$ cat config.mk
export PLATFORM = sky130hd
export DESIGN_NAME = fetch_sequencer
export DESIGN_NICKNAME = d
export VERILOG_FILES = /design/src/rtl/fetch_pkg.sv /design/src/rtl/opcode_length.sv /design/src/rtl/fetch_sequencer.sv
export SDC_FILE = /design/constraint.sdc
export NUM_CORES = 1
export LEC_CHECK = 0
export BUFFER_PORTS_ARGS = -buffer_cell sky130_fd_sc_hd__buf_4
export CORE_UTILIZATION = 51
export DETAILED_ROUTE_END_ITERATION = 16
export GPL_TIMING_DRIVEN = 0
export PLACE_DENSITY = 0.88
export REMOVE_ABC_BUFFERS = 1
export SLEW_MARGIN = 20
export SYNTH_ARGS = -nofsm -noshare
export SYNTH_HDL_FRONTEND = slang
export SYNTH_SLANG_ARGS = --single-unit
export TNS_END_PERCENT = 100
$ cat constraint.sdc
create_clock -name clk -period 4.1 [get_ports clk]
set_clock_uncertainty 0.1 [all_clocks]
set_input_delay 0.82 -clock clk [delete_from_list [all_inputs] [get_ports clk]]
set_output_delay 0.82 -clock clk [all_outputs]
set_load 0.03 [all_outputs]
$ cat src/rtl/fetch_pkg.sv
// fetch_pkg: fetch sequencer states, operand length codes and opcode length field position
package fetch_pkg;
    typedef enum logic [1:0] {FETCH_OP, FETCH_LO, FETCH_HI, HOLD} state_e;
    localparam logic [1:0] LEN_0 = 2'd0;
    localparam logic [1:0] LEN_1 = 2'd1;
    localparam logic [1:0] LEN_2 = 2'd2;
    localparam logic [1:0] LEN_RSVD = 2'd3;
    localparam int LEN_MSB = 7;
    localparam int LEN_LSB = 6;
endpackage

$ cat src/rtl/opcode_length.sv
// opcode_length: opcode length field in -> operand byte count (length) and reserved-code flag (illegal) out
module opcode_length
    import fetch_pkg::*;
(
    input  logic [1:0] len_field,
    output logic [1:0] length,
    output logic       illegal
);
    always_comb begin
        illegal = len_field == LEN_RSVD;
        length  = illegal ? LEN_0 : len_field;
    end
endmodule

$ cat src/rtl/fetch_sequencer.sv
// fetch_sequencer: takes opcode + 0-2 operand bytes (mem_data/mem_wait), drives PC assert/inc, presents instr_valid/opcode/operand/illegal to decoder (instr_ready, flush)
module fetch_sequencer
    import fetch_pkg::*;
#(
    parameter int DATA_WIDTH = 8
) (
    input  logic                      clk,
    input  logic                      reset,
    input  logic [DATA_WIDTH-1:0]     mem_data,
    input  logic                      mem_wait,
    input  logic                      flush,
    input  logic                      instr_ready,
    output logic                      pc_assert_addr,
    output logic                      pc_inc,
    output logic                      instr_valid,
    output logic [DATA_WIDTH-1:0]     opcode,
    output logic [2*DATA_WIDTH-1:0]   operand,
    output logic                      illegal
);
    state_e                  state_q, state_d;
    logic [DATA_WIDTH-1:0]   opcode_q, opcode_d;
    logic [2*DATA_WIDTH-1:0] operand_q, operand_d;
    logic                    illegal_q, illegal_d;
    logic [DATA_WIDTH-1:0]   len_src;
    logic [1:0]              length;
    logic                    len_illegal;

    opcode_length u_len (
        .len_field(len_src[LEN_MSB:LEN_LSB]),
        .length   (length),
        .illegal  (len_illegal)
    );

    always_comb begin
        len_src        = state_q == FETCH_OP ? mem_data : opcode_q;
        pc_assert_addr = state_q != HOLD && !flush && !reset;
        pc_inc         = pc_assert_addr && !mem_wait;
        state_d        = state_q;
        opcode_d       = opcode_q;
        operand_d      = operand_q;
        illegal_d      = illegal_q;
        if (flush) begin
            state_d   = FETCH_OP;
            opcode_d  = '0;
            operand_d = '0;
            illegal_d = 1'b0;
        end else if (pc_inc) begin
            case (state_q)
                FETCH_OP: begin
                    opcode_d  = mem_data;
                    operand_d = '0;
                    illegal_d = len_illegal;
                    state_d   = length == LEN_0 ? HOLD : FETCH_LO;
                end
                FETCH_LO: begin
                    operand_d[DATA_WIDTH-1:0] = mem_data;
                    state_d = length == LEN_2 ? FETCH_HI : HOLD;
                end
                default: begin
                    operand_d[2*DATA_WIDTH-1:DATA_WIDTH] = mem_data;
                    state_d = HOLD;
                end
            endcase
        end else if (state_q == HOLD && instr_ready) begin
            state_d = FETCH_OP;
        end
    end

    always_ff @(posedge clk) begin
        if (reset) begin
            state_q   <= FETCH_OP;
            opcode_q  <= '0;
            operand_q <= '0;
            illegal_q <= 1'b0;
        end else begin
            state_q   <= state_d;
            opcode_q  <= opcode_d;
            operand_q <= operand_d;
            illegal_q <= illegal_d;
        end
    end

    assign instr_valid = state_q == HOLD;
    assign opcode      = opcode_q;
    assign operand     = operand_q;
    assign illegal     = illegal_q;
endmodule

==> results.toml <==
[critical_path]
end_kind = "primary output"
r2r-start = "state_q[0]"
rr_worst_depth = 5
cp_data_arrival_time_ns = 1.86
cpMostUsedCell = "buf_4"
rr_endpoint = "state_q[0]"
max_stage_delay_ns = 0.49
cp_slowest_cell = "or2_2"
crit_cells = 4
cp.buffers_inverters = 2
crit_chain = "buf_4, or2_2, nor3_1, buf_4"
rrSetupSlack_ns = 1.97
crit_path_end = "pc_inc"
crit_type = "in -> out"
startpoint = "flush"
crit_family = "simple AND/OR/NAND/NOR gates"
start_kind = "input port"
worst-path-max-fanout = 26
critPathRequiredTime_ns = 3.18

[route]
drtIter0Drc = 39
drt_wl_total_mm = 2.670
final_antenna_net_count = 0
wire_per_inst_um = 14.43
drc = 0
vias = 1048
vias_per_cell = 5.665
firstDrtPassIters = 5

[yosys]
post-synth-top-area-fraction_pct = 48.92
netlist-cell-type-count = 20
muxShareOfSynthArea_pct = 8.607
synth_cells = 124
synth_top_family_by_area = "compound AO/OA/AOI/OAI gates"
yosys.area_share.adder_pct = 2.265
ys_seq_area_share_pct = 48.92
synth_compound_area_share_pct = 19.93
synth-simple-area-share_pct = 15.63
synth-xor-area-share_pct = 0
synthTopCellsByArea = "dfxtp_1 (49%), a21oi_1 (8.6%), o21ai_0 (7.7%), mux2i_1 (7.2%), nand3_1 (7.2%)"
post-synth-top-area-cell = "dfxtp_1"
syn_avg_cell_area_um2 = 8.910
synth.ff_latch_count = 27
syn_area_mm2 = 0.001105
yosys_warnings = 0

[global_routing]
grt_pass1_wl_mm = 4.360
antenna_found_initial = 0
grt_pass1_vias = 975
track_usage_pct = 23.44
grt_max_degree = 27
overflow = 0

[timing]
max_freq_mhz = 359.4
rsz0062_at_grt = "no"
hold_viol_final = 0
fin_crit_sh_pct = 67.86
drv_slew = 0
tns_ns = 0
relSlewSlack_pct = 43.25
setup_viol = 0
min_period_ns = 2.782
worst_pin_slew_ns = 0.8501

[clocking]
cts_tree = "done"
cts_inserted_buffers = 3
cts_root_buffer = "clkbuf_4"
cts.sinks = 27
clk_latency_ns = 0.30
htree_levels = 1
cts_resized = 0
cts_hold_buf = 0
cts_setup_buffers = 0
clkTransAtPathRegs_ns = 0.13
cts_max_path_buffers = 2

[place]
dpl_cell_area_mm2 = 0.001395
hpwl_mm = 1.810
portBuffers = 40
gp_congestion = 0.6852

[pwr]
p_comb_share_pct = 15.3
p_switching_uw = 121.5
power_frac_seq_pct = 60.8
p_leak_nw = 0.5935
switching_share_pct = 26.66
p_int_uw = 334.2
ir_drop_uv = 235.5
cellPowerDensity_mw_per_mm2 = 320.6
pwr-share-clk_pct = 23.8

[layout]
syn2layout_area_growth_pct = 28.65
final_cell_mix = "buf_4 (40), dfxtp_1 (27), a21oi_1 (19), o21ai_0 (17), nand3_1 (16)"
stdcell_area_mm2 = 0.001421
nets = 174
final_common_cell = "buf_4"
n_antenna_cell = 0
fill_cells = 169
layout-drive-gt1-share_pct = 31.65

[flow_run]
max_cap_violations = 0

[floorplanning]
core_mm2 = 0.002002
die_w_um = 48.55
die_h_um = 48.55
num_rows = 16
ios = 41
start_util_pct = 55.19
dieArea_mm2 = 0.002357

[min_path]
hold_path.class = "reg -> reg"

[outcome]
status = "finished, final reports clean"
==> power groups by stage <==
| stage | clock [mW] | sequential, mW | combinational [mW] |
|---|---|---|---|
| after detailed placement | 0 | 0.283 | 0.0693 |
| after CTS | 0.113 | 0.277 | 0.0694 |
| final | 0.108 | 0.277 | 0.0699 |
| after floorplan | 0 | 0.289 | 0.0310 |
| after global routing | 0.125 | 0.279 | 0.0746 |
| after global placement | 0 | 0.282 | 0.0669 |
==> metrics by stage <==
step / total power [mW] / std cells / util [%] / worst slack (ns) / hold slack [ns]
final: 0.4557 / 185 / 71.00 / 1.318 / 0.3851
after global routing: 0.4782 / 185 / 71.00 / 1.242 / 0.4209
after CTS: 0.4595 / 185 / 71.00 / 1.329 / 0.3850
after detailed placement: 0.3521 / 181 / 69.69 / 1.343 / 0.3664
after global placement: 0.3492 / 181 / 69.69 / 1.346 / 0.3586
after floorplan: 0.3199 / 114 / - / 1.183 / 0.5025
==> tightest hold or removal path, cell delays in order, from the launching register on <==
cell     delay, ns
dfxtp_1       0.33
o21ai_0       0.07
a21oi_1       0.06
==> kinds of logic (layout without fill, tap and decap cells) <==
kind of cell             after synthesis  in the layout
AO/OA/AOI/OAI                         41             41
AND/OR/NAND/NOR                       33             33
flip-flops                            27             27
buffers and inverters                 12             46
multiplexers                           9              9
adder cells (fa/ha/maj)                2              2
==> flip-flops by register name, indices dropped and copies added, names as in the netlist <==
name / count
state_q: 2
illegal: 1
opcode: 8
operand: 16
==> layout make-up <==
type | count | area, um2 | share of cell area, %
well taps | 27 | 33.78 | 2.377
flip-flops and latches | 27 | 540.5 | 38.03
multi-input cells | 85 | 513.0 | 36.09
repair buffers | 40 | 300.3 | 21.13
clock buffers | 4 | 26.28 | 1.849
inverters | 2 | 7.507 | 0.5282
==> synth_stat cells, drive strengths merged <==
master,count
mux2,1
mux2i,8
clkbuf,5
o311a,1
a221oi,1
inv,2
buf,5
nand3,16
nor2,12
ha,2
or2,2
and2,1
a21oi,19
o21ai,17
o21a,2
a31oi,1
nor3,2
dfxtp,27
==> worst min path at each step <==
| stage | start | endpoint | slack, ns | depth (start not counted) |
|---|---|---|---|---|
| floorplan | operand[0] | operand[0] | 0.50 | 2 |
| finish | operand[2] | operand[2] | 0.39 | 2 |
| global placement | operand[8] | operand[8] | 0.36 | 2 |
| CTS | operand[12] | operand[12] | 0.39 | 2 |
| detailed placement | operand[12] | operand[12] | 0.37 | 2 |
| global route | operand[9] | operand[9] | 0.42 | 2 |
==> routing by layer <==
metal / wire length (um) / vias to the layer above / global-route usage [%]
met4: 27 / 0 / 7.353
met1: 1130 / 488 / 30.02
met2: 1323 / 50 / 40.85
li1: - / 506 / -
met3: 189 / 4 / 3.145
met5: 0 / - / 0
Note: power is estimated with default switching activity, not from simulation.
